$ cat config.mk
export PLATFORM = sky130hd
export DESIGN_NAME = ad1_sample_ctrl_flat
export DESIGN_NICKNAME = d
export VERILOG_FILES = /design/src/rtl/ad1_pkg.sv /design/src/rtl/ad1_sample_ctrl_if.sv /design/src/rtl/ad1_sample_ctrl_hit_holdoff.sv /design/src/rtl/ad1_sample_ctrl.sv /design/src/flat_wrapper.sv
export SDC_FILE = /design/constraint.sdc
export NUM_CORES = 1
export LEC_CHECK = 0
export ABC_AREA = 1
export CORE_ASPECT_RATIO = 0.75
export CORE_MARGIN = 2
export CORE_UTILIZATION = 34
export CTS_CLUSTER_DIAMETER = 30
export DETAILED_ROUTE_END_ITERATION = 8
export PLACE_DENSITY_LB_ADDON = 0.25
export SETUP_SLACK_MARGIN = 0.02
export SYNTH_ARGS = -nofsm -noshare
export SYNTH_HDL_FRONTEND = slang
export SYNTH_SLANG_ARGS = --single-unit
export TNS_END_PERCENT = 1
$ cat constraint.sdc
create_clock -name i_clk -period 5.4 [get_ports i_clk]
set_input_delay 1.08 -clock i_clk [delete_from_list [all_inputs] [get_ports i_clk]]
set_output_delay 1.08 -clock i_clk [all_outputs]
set_load 0.02 [all_outputs]
$ cat src/rtl/ad1_pkg.sv
// Shared constants, state encoding and helpers for the Pmod AD1 sampling controller.
package ad1_pkg;

  localparam int ADC_BITS   = 12;
  localparam int FRAME_BITS = 16;
  localparam int LEAD_ZEROS = 4;

  localparam logic [1:0] ST_IDLE  = 2'd0;
  localparam logic [1:0] ST_FRAME = 2'd1;
  localparam logic [1:0] ST_QUIET = 2'd2;

  // The AD1 clocks out four zero bits ahead of the sample; anything else is a broken frame.
  function automatic logic lead_err(input logic [FRAME_BITS-1:0] w);
    return |w[FRAME_BITS-1 -: LEAD_ZEROS];
  endfunction

endpackage

$ cat src/rtl/ad1_sample_ctrl_if.sv
// Control, serial ADC pins and sample/hit outputs of the AD1 sampling controller.
interface ad1_sample_ctrl_if;
  import ad1_pkg::*;

  logic                en;
  logic                start;
  logic                sdata0;
  logic                sdata1;
  logic                sclk;
  logic                cs;
  logic [ADC_BITS-1:0] data0;
  logic [ADC_BITS-1:0] data1;
  logic                dvalid;
  logic                frame_err;
  logic                hit0;
  logic                hit1;
  logic                busy;

  modport master (
    output en, start, sdata0, sdata1,
    input  sclk, cs, data0, data1, dvalid, frame_err, hit0, hit1, busy
  );

  modport slave (
    input  en, start, sdata0, sdata1,
    output sclk, cs, data0, data1, dvalid, frame_err, hit0, hit1, busy
  );

endinterface

$ cat src/rtl/ad1_sample_ctrl_hit_holdoff.sv
// Per-channel drum hit detector: threshold compare with a retrigger holdoff counted in samples.
module hit_holdoff
  import ad1_pkg::*;
#(
  parameter int HIT_THRESH = 800,
  parameter int HOLDOFF    = 500
) (
  input  logic                i_clk,
  input  logic                i_rst,
  input  logic [ADC_BITS-1:0] i_sample,
  input  logic                i_valid,
  output logic                o_hit
);

  localparam int                  HW        = $clog2(HOLDOFF + 1);
  localparam logic [HW-1:0]       HOLD_LOAD = HW'(HOLDOFF);
  localparam logic [ADC_BITS-1:0] THRESH    = ADC_BITS'(HIT_THRESH);

  logic [HW-1:0] r_holdoff;
  logic          r_hit;
  logic          w_fire;

  assign w_fire = i_valid && (i_sample >= THRESH) && (r_holdoff == '0);

  always_ff @(posedge i_clk or posedge i_rst) begin
    if (i_rst) begin
      r_holdoff <= '0;
      r_hit     <= 1'b0;
    end else begin
      r_hit <= w_fire;
      if (w_fire)
        r_holdoff <= HOLD_LOAD;
      else if (i_valid && (r_holdoff != '0))
        r_holdoff <= r_holdoff - HW'(1);
    end
  end

  assign o_hit = r_hit;

endmodule

$ cat src/rtl/ad1_sample_ctrl.sv
// Pmod AD1 frame sequencer: periodic/explicit conversion requests, SCLK/CS generation,
// dual-line capture, and per-channel hit flags for the drum-pad front end.
//   state | meaning
//   IDLE  | CS high, waiting for a pending request
//   FRAME | CS low, 16 SCLK periods, data shifted on each SCLK rise
//   QUIET | CS high for QUIET_CYC clocks; DVALID in its first cycle
module ad1_sample_ctrl
  import ad1_pkg::*;
#(
  parameter int CLK_DIV       = 4,
  parameter int SAMPLE_PERIOD = 2000,
  parameter int QUIET_CYC     = 6,
  parameter int HIT_THRESH    = 800,
  parameter int HOLDOFF       = 500
) (
  input  logic               i_clk,
  input  logic               i_rst,
  ad1_sample_ctrl_if.slave   io_adc
);

  localparam int                PER_W      = $clog2(SAMPLE_PERIOD);
  localparam logic [PER_W-1:0]  PER_LAST   = PER_W'(SAMPLE_PERIOD - 1);
  localparam int                DIV_W      = $clog2(CLK_DIV + 1);
  localparam logic [DIV_W-1:0]  DIV_LOAD   = DIV_W'(CLK_DIV - 1);
  localparam int                QUIET_W    = $clog2(QUIET_CYC + 1);
  localparam logic [QUIET_W-1:0] QUIET_LOAD = QUIET_W'(QUIET_CYC - 1);
  localparam int                BIT_W      = $clog2(FRAME_BITS);
  localparam logic [BIT_W-1:0]  BIT_LAST   = BIT_W'(FRAME_BITS - 1);

  logic [1:0]            r_state;
  logic [1:0]            w_state_nxt;
  logic [PER_W-1:0]      r_per_cnt;
  logic                  r_pending;
  logic [DIV_W-1:0]      r_div_cnt;
  logic [BIT_W-1:0]      r_bit_cnt;
  logic [QUIET_W-1:0]    r_quiet_cnt;
  logic [FRAME_BITS-2:0] r_shift0;
  logic [FRAME_BITS-2:0] r_shift1;
  logic                  r_sclk;
  logic                  r_cs;
  logic [ADC_BITS-1:0]   r_data0;
  logic [ADC_BITS-1:0]   r_data1;
  logic                  r_dvalid;
  logic                  r_frame_err;
  logic                  r_busy;

  logic                  w_wrap;
  logic                  w_launch;
  logic                  w_quiet_done;
  logic                  w_rise;
  logic                  w_last;
  logic [FRAME_BITS-1:0] w_word0;
  logic [FRAME_BITS-1:0] w_word1;

  assign w_wrap       = io_adc.en && (r_per_cnt == PER_LAST);
  assign w_quiet_done = (r_state == ST_QUIET) && (r_quiet_cnt == '0);
  assign w_launch     = r_pending && ((r_state == ST_IDLE) || w_quiet_done);
  assign w_rise       = (r_state == ST_FRAME) && (r_div_cnt == '0) && !r_sclk;
  assign w_last       = w_rise && (r_bit_cnt == BIT_LAST);
  assign w_word0      = {r_shift0, io_adc.sdata0};
  assign w_word1      = {r_shift1, io_adc.sdata1};

  always_comb begin
    w_state_nxt = r_state;
    case (r_state)
      ST_IDLE:  if (r_pending) w_state_nxt = ST_FRAME;
      ST_FRAME: if (w_last) w_state_nxt = ST_QUIET;
      ST_QUIET: if (w_quiet_done) w_state_nxt = r_pending ? ST_FRAME : ST_IDLE;
      default:  w_state_nxt = ST_IDLE;
    endcase
  end

  always_ff @(posedge i_clk or posedge i_rst) begin
    if (i_rst) begin
      r_state     <= ST_IDLE;
      r_per_cnt   <= '0;
      r_pending   <= 1'b0;
      r_div_cnt   <= '0;
      r_bit_cnt   <= '0;
      r_quiet_cnt <= '0;
      r_shift0    <= '0;
      r_shift1    <= '0;
      r_sclk      <= 1'b1;
      r_cs        <= 1'b1;
      r_data0     <= '0;
      r_data1     <= '0;
      r_dvalid    <= 1'b0;
      r_frame_err <= 1'b0;
      r_busy      <= 1'b0;
    end else begin
      r_state     <= w_state_nxt;
      r_busy      <= (w_state_nxt != ST_IDLE);
      r_dvalid    <= w_last;
      r_frame_err <= w_last && (lead_err(w_word0) || lead_err(w_word1));

      if (!io_adc.en)
        r_per_cnt <= '0;
      else if (w_wrap)
        r_per_cnt <= '0;
      else
        r_per_cnt <= r_per_cnt + PER_W'(1);

      // A request landing on the launch cycle is a new request, so set wins over clear.
      if (w_wrap || io_adc.start)
        r_pending <= 1'b1;
      else if (w_launch)
        r_pending <= 1'b0;

      if (w_launch) begin
        r_cs      <= 1'b0;
        r_sclk    <= 1'b1;
        r_div_cnt <= DIV_LOAD;
        r_bit_cnt <= '0;
      end else if (r_state == ST_FRAME) begin
        if (r_div_cnt == '0) begin
          r_div_cnt <= DIV_LOAD;
          r_sclk    <= ~r_sclk;
          if (w_rise) begin
            r_shift0  <= w_word0[FRAME_BITS-2:0];
            r_shift1  <= w_word1[FRAME_BITS-2:0];
            r_bit_cnt <= r_bit_cnt + BIT_W'(1);
          end
          if (w_last) begin
            r_cs        <= 1'b1;
            r_quiet_cnt <= QUIET_LOAD;
            r_data0     <= w_word0[ADC_BITS-1:0];
            r_data1     <= w_word1[ADC_BITS-1:0];
          end
        end else begin
          r_div_cnt <= r_div_cnt - DIV_W'(1);
        end
      end else if ((r_state == ST_QUIET) && (r_quiet_cnt != '0)) begin
        r_quiet_cnt <= r_quiet_cnt - QUIET_W'(1);
      end
    end
  end

  hit_holdoff #(.HIT_THRESH(HIT_THRESH), .HOLDOFF(HOLDOFF)) u_hit0 (
    .i_clk    (i_clk),
    .i_rst    (i_rst),
    .i_sample (w_word0[ADC_BITS-1:0]),
    .i_valid  (w_last),
    .o_hit    (io_adc.hit0)
  );

  hit_holdoff #(.HIT_THRESH(HIT_THRESH), .HOLDOFF(HOLDOFF)) u_hit1 (
    .i_clk    (i_clk),
    .i_rst    (i_rst),
    .i_sample (w_word1[ADC_BITS-1:0]),
    .i_valid  (w_last),
    .o_hit    (io_adc.hit1)
  );

  assign io_adc.sclk      = r_sclk;
  assign io_adc.cs        = r_cs;
  assign io_adc.data0     = r_data0;
  assign io_adc.data1     = r_data1;
  assign io_adc.dvalid    = r_dvalid;
  assign io_adc.frame_err = r_frame_err;
  assign io_adc.busy      = r_busy;

endmodule

$ cat src/flat_wrapper.sv
// flat-port wrapper written by rule: the top's interface ports become plain ports
module ad1_sample_ctrl_flat import ad1_pkg::*;
#(
  parameter int CLK_DIV       = 4,
  parameter int SAMPLE_PERIOD = 2000,
  parameter int QUIET_CYC     = 6,
  parameter int HIT_THRESH    = 800,
  parameter int HOLDOFF       = 500
)
  (i_clk, i_rst, io_adc_en, io_adc_start, io_adc_sdata0, io_adc_sdata1, io_adc_sclk, io_adc_cs, io_adc_data0, io_adc_data1, io_adc_dvalid, io_adc_frame_err, io_adc_hit0, io_adc_hit1, io_adc_busy);
  ad1_sample_ctrl_if io_adc_i ();
  input  logic i_clk;
  input  logic i_rst;
  input wire logic [$bits(io_adc_i.en)-1:0] io_adc_en;
  input wire logic [$bits(io_adc_i.start)-1:0] io_adc_start;
  input wire logic [$bits(io_adc_i.sdata0)-1:0] io_adc_sdata0;
  input wire logic [$bits(io_adc_i.sdata1)-1:0] io_adc_sdata1;
  output wire logic [$bits(io_adc_i.sclk)-1:0] io_adc_sclk;
  output wire logic [$bits(io_adc_i.cs)-1:0] io_adc_cs;
  output wire logic [$bits(io_adc_i.data0)-1:0] io_adc_data0;
  output wire logic [$bits(io_adc_i.data1)-1:0] io_adc_data1;
  output wire logic [$bits(io_adc_i.dvalid)-1:0] io_adc_dvalid;
  output wire logic [$bits(io_adc_i.frame_err)-1:0] io_adc_frame_err;
  output wire logic [$bits(io_adc_i.hit0)-1:0] io_adc_hit0;
  output wire logic [$bits(io_adc_i.hit1)-1:0] io_adc_hit1;
  output wire logic [$bits(io_adc_i.busy)-1:0] io_adc_busy;
  assign io_adc_i.en = io_adc_en;
  assign io_adc_i.start = io_adc_start;
  assign io_adc_i.sdata0 = io_adc_sdata0;
  assign io_adc_i.sdata1 = io_adc_sdata1;
  assign io_adc_sclk = io_adc_i.sclk;
  assign io_adc_cs = io_adc_i.cs;
  assign io_adc_data0 = io_adc_i.data0;
  assign io_adc_data1 = io_adc_i.data1;
  assign io_adc_dvalid = io_adc_i.dvalid;
  assign io_adc_frame_err = io_adc_i.frame_err;
  assign io_adc_hit0 = io_adc_i.hit0;
  assign io_adc_hit1 = io_adc_i.hit1;
  assign io_adc_busy = io_adc_i.busy;
  ad1_sample_ctrl #(.CLK_DIV(CLK_DIV), .SAMPLE_PERIOD(SAMPLE_PERIOD), .QUIET_CYC(QUIET_CYC), .HIT_THRESH(HIT_THRESH), .HOLDOFF(HOLDOFF)) u_core (.i_clk(i_clk), .i_rst(i_rst), .io_adc(io_adc_i));
endmodule
**Word-level counts from Yosys, hierarchy flattened**

Cells that the tools add are included.

- Input port bits: 6
- Register bits after elaboration: 103
- Word-level logic and storage cells: 109

- Reductions and logical operators: 43
- Add/subtract/negate cells: 6
- Magnitude comparators: 2
- Equal/unequal tests: 6
- Bitwise operators: 2
- Multiplexer cells: 31

Operator list:

| operator | count |
|---|---|
| $mux W9 | 4 |
| $ge A12 B10 Y1 const B | 2 |
| $mux W11 | 2 |
| $mux W3 | 7 |
| $logic_not A9 Y1 | 2 |
| $reduce_bool A2 Y1 | 9 |
| $reduce_bool A9 Y1 | 2 |
| $sub A9 B1 Y9 const B | 2 |
| $mux W4 | 4 |
| $logic_and A1 B1 Y1 | 14 |
| $reduce_and A4 Y1 | 3 |
| $add A11 B1 Y11 const B | 1 |
| $eq A11 B11 Y1 const B | 1 |
| $mux W1 | 10 |
| $reduce_or A4 Y1 | 2 |
| $logic_not A3 Y1 | 2 |
| $mux W2 | 3 |
| $pmux W2 S3 | 1 |
| $reduce_and A3 Y1 | 2 |
| $sub A3 B1 Y3 const B | 2 |
| $add A4 B1 Y4 const B | 1 |
| $eq A4 B4 Y1 const B | 1 |
| $ne A2 B2 Y1 const B | 2 |
| $logic_or A1 B1 Y1 | 3 |
| other kinds (7) | 8 |

**Logic depth before layout (Yosys ltp)**

- Depth after elaboration: 8
- Mapped depth: 10
- Depth with buffers taken out: 10

**Modules after synthesis**

Synthesis repeated with hierarchy kept, for this count alone.

- Cell total of the unflattened synthesis: 562
- Area, all modules: 4893.4 um^2

Modules (own cells, without submodules):

| module | seq. area each (um^2) | cells an instance | area each (um^2) | instances |
|---|---|---|---|---|
| ad1_sample_ctrl | 2079.5 | 380 | 3629.7 | 1 |
| hit_holdoff | 250.2 | 91 | 631.9 | 2 |

**Worst setup path before layout**

Ideal clock, no wire load.

- Path type: input to register
- From: input port io_adc_en
- To: register u_core.r_per_cnt[7]
- Path buffers: 0
- Setup time: 121 ps
- Arrival time: 1671 ps
- Slack: 3608 ps
- Stages on the path: 7
- Cells stage by stage: nand2_1 -> nor3_1 -> nand3_1 -> nand2_1 -> inv_1 -> o21ai_0 -> nor2_1

- Word-level cells in the longest chain between the ends: 3

Ends and longest elaborated chain:

| item | line | text |
|---|---|---|
| from (decl) | flat_wrapper.sv:14 | `input wire logic [$bits(io_adc_i.en)-1:0] io_adc_en;` |
| $logic_and A1 B1 Y1 | ad1_sample_ctrl.sv:55 | `assign w_wrap = io_adc.en && (r_per_cnt == PER_LAST);` |
| $mux W11 | ad1_sample_ctrl.sv:98 | `else if (w_wrap)` |
| $mux W11 * | ad1_sample_ctrl.sv:96 | `if (!io_adc.en)` |
| to (signal assigned) | ad1_sample_ctrl.sv:101 | `r_per_cnt <= r_per_cnt + PER_W'(1);` |
| to (decl) | ad1_sample_ctrl.sv:32 | `logic [PER_W-1:0] r_per_cnt;` |

Mark *: on every way between the ends. The rest lies on a longest branch, timed or not.
A chain may end at the register's enable or synchronous reset.

**Worst setup path after layout**

- From: register u_core.r_div_cnt[0]
- To: register u_core.u_hit0.r_holdoff[8]

- Word-level cells in the longest chain between the ends: 7
- Elaborated cells between the ends (all ways): 9
- Classes of those cells: mux: 1; reduce/logical: 8

Ends and longest elaborated chain:

| item | line | text |
|---|---|---|
| from (decl) | ad1_sample_ctrl.sv:34 | `logic [DIV_W-1:0] r_div_cnt;` |
| from (signal assigned) | ad1_sample_ctrl.sv:130 | `r_div_cnt <= r_div_cnt - DIV_W'(1);` |
| $logic_not A3 Y1 * | ad1_sample_ctrl.sv:58 | `assign w_rise = (r_state == ST_FRAME) && (r_div_cnt == '0) && !r_sclk;` |
| $logic_and A1 B1 Y1 * (2 in a row) | ad1_sample_ctrl.sv:58 |  |
| $logic_and A1 B1 Y1 * | ad1_sample_ctrl.sv:59 | `assign w_last = w_rise && (r_bit_cnt == BIT_LAST);` |
| $logic_and A1 B1 Y1 (2 in a row) | ad1_sample_ctrl_hit_holdoff.sv:23 | `assign w_fire = i_valid && (i_sample >= THRESH) && (r_holdoff == '0);` |
| $mux W9 / $reduce_bool A2 Y1 (equally long branches) | -- |  |
| to (signal assigned) | ad1_sample_ctrl_hit_holdoff.sv:34 | `r_holdoff <= r_holdoff - HW'(1);` |
| to (decl) | ad1_sample_ctrl_hit_holdoff.sv:19 | `logic [HW-1:0] r_holdoff;` |

Marked as above.

==> flow_summary_export.csv <==
group,metric,value,unit
outcome,status,"finished, final reports clean",
detailed_routing,vias,3326,
global_route,grt_use_total,13.0,%
logic_synthesis,yosys.area.top_type_share,54.4,%
cells_and_area,multi_input_area,1680,µm²
sta,worstMarginPinSlew,0.994,ns
cts,cts_tree,"built",
setup_path,start_kind,"flip-flop",
floorplan,row_count,36,
logic_synthesis,synth.distinct_cells,32,
cells_and_area,nets,572,
cts,cts.sinks,103,
setup_path,critPathMostFrequentCell,"inv_1",
floorplan,io_pins,37,
cts,cts-htree-levels,3,
sta,finalMaxSlewViolations,0,
floorplan,core_area,13200,µm²
global_route,grt_max_degree,75,
logic_synthesis,synth_edf_count,0,
cts,cts_setup_buffers,0,
sta,fin_crit_sh,50.9,%
global_route,first_global_vias,3336,
power,p_leak,2.64,nW
power,power_density,330,nW/µm²
logic_synthesis,synth_area_leader_cell,"dfrtp_1",
place,dp_hpwl,5880,µm
setup_path,rrSetupSlack,2.65,ns
cells_and_area,drive_gt1_share,8.01,%
logic_synthesis,synth_nets,536,
power,finalPower,1.79,mW
cts,clkLatencyLatePin,0.34,ns
floorplan,die_x,139,µm
global_route,grt_pass1_wl,15600,µm
run,drv_cap,0,
detailed_routing,route.antenna.remaining_nets,0,
setup_path,cp_cell_sequence,"inv_1 -> ha_1 -> inv_1 -> nor2_2 -> nand3_4 -> nor2_8 -> inv_2 -> o21ai_0 -> nand2_1",
sta,finClkSkew,0.00613,ns
setup_path,end_kind,"flip-flop",
cells_and_area,diodes,0,
sta,slew_headroom,33.7,%
cells_and_area,n_fill_cell,1282,
detailed_routing,wl_per_cell,11.7,µm
cts,cts_buffers,9,
place,placed_area,5140,µm²
sta,hold_violations,0,
logic_synthesis,syn_area,4650,µm²
sta,tns,0,ns
cts,cts-resized-gates,0,
setup_path,path_class,"reg -> reg",
place,port_buffers,36,
logic_synthesis,synth-seq-area-share,55.5,%
hold_path,worstHoldPathType,"reg -> reg",
logic_synthesis,ys_ff_latch,103,
logic_synthesis,yosys_most_used_dff,"dfrtp_1",
logic_synthesis,yosysWarnings,0,
floorplan,start_util,35.3,%
logic_synthesis,synth_commonest_cells,"138 x nand2_1, 101 x dfrtp_1, 77 x inv_1",
detailed_routing,finalWirelength,8590,µm
floorplan,dieArea,14600,µm²
sta,finalCriticalPeriod,2.75,ns
detailed_routing,viasPerCell,4.54,
place,routabilityCongestion,0.772,
cells_and_area,seqCellArea,2580,µm²
cts,clockBufferDepth,2,
setup_path,critPathMaxFanout,60,
global_route,antenna_found_initial,0,
sta,max_freq,364,MHz
cts,clock-root-buffer,"clkbuf_16",
cts,cts_hold_buf,0,
logic_synthesis,syn_area_per_cell,8.90,µm²
logic_synthesis,async_flop_share,100,%
power,ir_worst_vdd,0.172,mV
logic_synthesis,ys_top_cells_by_area,"dfrtp_1 54%, nand2_1 11%, inv_1 6.2%",
sta,setup_viol,0,
sta,rsz0062_at_grt,"no",
detailed_routing,post-route-drc-count,0,
logic_synthesis,synthMostInstantiatedCell,"nand2_1",
detailed_routing,dr.pass1.iters,5,
cells_and_area,areaGrowthSynthToFinish,17.0,%
floorplan,die_y,105,µm
global_route,overflow,0,
cells_and_area,postLayoutCellArea,5440,µm²
setup_path,slowest_stage,"nand3_4",
setup_path,worst_path_largest_cell_delay,0.48,ns
setup_path,critPathArrivalTime,2.97,ns
logic_synthesis,syn_inst,522,
detailed_routing,drtIter0Drc,185,
cts,cts.clk_slew.worst_paths,0.06,ns
cells_and_area,final_core_util,41.3,%
setup_path,critPathRequiredTime,5.62,ns
[worst paths after layout]
path | start | endpoint | depth (start not counted)
worst min-delay path | u_core.io_adc.cs$_DFFE_PP1P_ | u_core.io_adc.cs$_DFFE_PP1P_ | 2
worst max-delay path | u_core.r_div_cnt[0]$_DFFE_PP0P_ | u_core.u_hit0.r_holdoff[8]$_DFFE_PP0P_ | 9
max in group asynchronous | i_rst | u_core.r_shift0[13]$_DFFE_PP0P_ | 3
worst min register to register | u_core.io_adc.cs$_DFFE_PP1P_ | u_core.io_adc.cs$_DFFE_PP1P_ | 2
min in group asynchronous | i_rst | u_core.r_per_cnt[1]$_DFF_PP0_ | 2
worst max register to register | u_core.r_div_cnt[0]$_DFFE_PP0P_ | u_core.u_hit0.r_holdoff[8]$_DFFE_PP0P_ | 9
[placed cells by master (no fill, tap or decap), types with 5 or more instances in the layout]
| master | instances |
|---|---|
| o21ai_2 | 17 |
| o21ai_0 | 42 |
| a21oi_1 | 9 |
| nor3_1 | 11 |
| nand3_1 | 27 |
| clkdlybuf4s50_1 | 36 |
| nor2_1 | 34 |
| ha_1 | 8 |
| o21ai_1 | 7 |
| nand4_1 | 8 |
| inv_1 | 76 |
| xnor2_1 | 5 |
| dfrtp_1 | 101 |
| clkbuf_16 | 9 |
| nand2_1 | 138 |
[cells by family after synthesis]
logic type,share of synthesized area (%)
flops,55.5
fa+ha+maj,2.15
compound gates,11.5
buf+inv,8.40
xor+xnor,1.70
simple gates,20.8
[metal layers]
| layer | vias up | wire length (µm) | track usage, % |
|---|---|---|---|
| met2 | 52 | 3700 | 19.6 |
| met4 | 0 | 108 | 3.68 |
| li1 | 1720 | - | - |
| met1 | 1545 | 4470 | 18.4 |
| met3 | 9 | 310 | 3.54 |
| met5 | - | 0 | 0 |
[flip-flops by register name (all words and copies together) (netlist names), 4 cells and up]
name,cells
u_core.r_bit_cnt,4
u_core.r_shift0,15
u_core.u_hit1.r_holdoff,9
u_core.u_hit0.r_holdoff,9
u_core.io_adc.data0,12
u_core.r_per_cnt,11
u_core.io_adc.data1,12
u_core.r_shift1,15
[critical path: cells and delay by family (launching register included)]
kind	cells	cell delay (ns)
AOI/OAI and AO/OA	1	0.31
adders and majority gates	1	0.15
buffers and inverters	3	0.61
DFF	1	0.38
and+or+nand+nor	4	1.19
[power by group]
group / total (mW) / switching (mW) / internal, mW
Clock: 0.654 / 0.272 / 0.381
Combinational: 0.248 / 0.168 / 0.0798
Sequential: 0.892 / 0.0449 / 0.847
[through the flow]
| step | setup slack (ns) | instances | hold slack [ns] |
|---|---|---|---|
| final | 2.65 | 733 | 0.477 |
| after floorplan | 1.62 | 522 | 0.436 |
| after detailed placement | 2.62 | 718 | 0.464 |
| after global routing | 2.22 | 733 | 0.508 |
| after global placement | 2.71 | 718 | 0.454 |
| after CTS | 2.60 | 733 | 0.481 |
[final cells by class]
class / instances / share of cell area [%]
sequential: 103 / 47.4
multi-input combinational: 328 / 30.9
timing repair buffer: 37 / 6.76
inverter: 79 / 5.50
clock buffer: 12 / 4.72
tap: 171 / 3.93
clock inverter: 3 / 0.782
No activity file was read; power rests on OpenSTA's default activity.
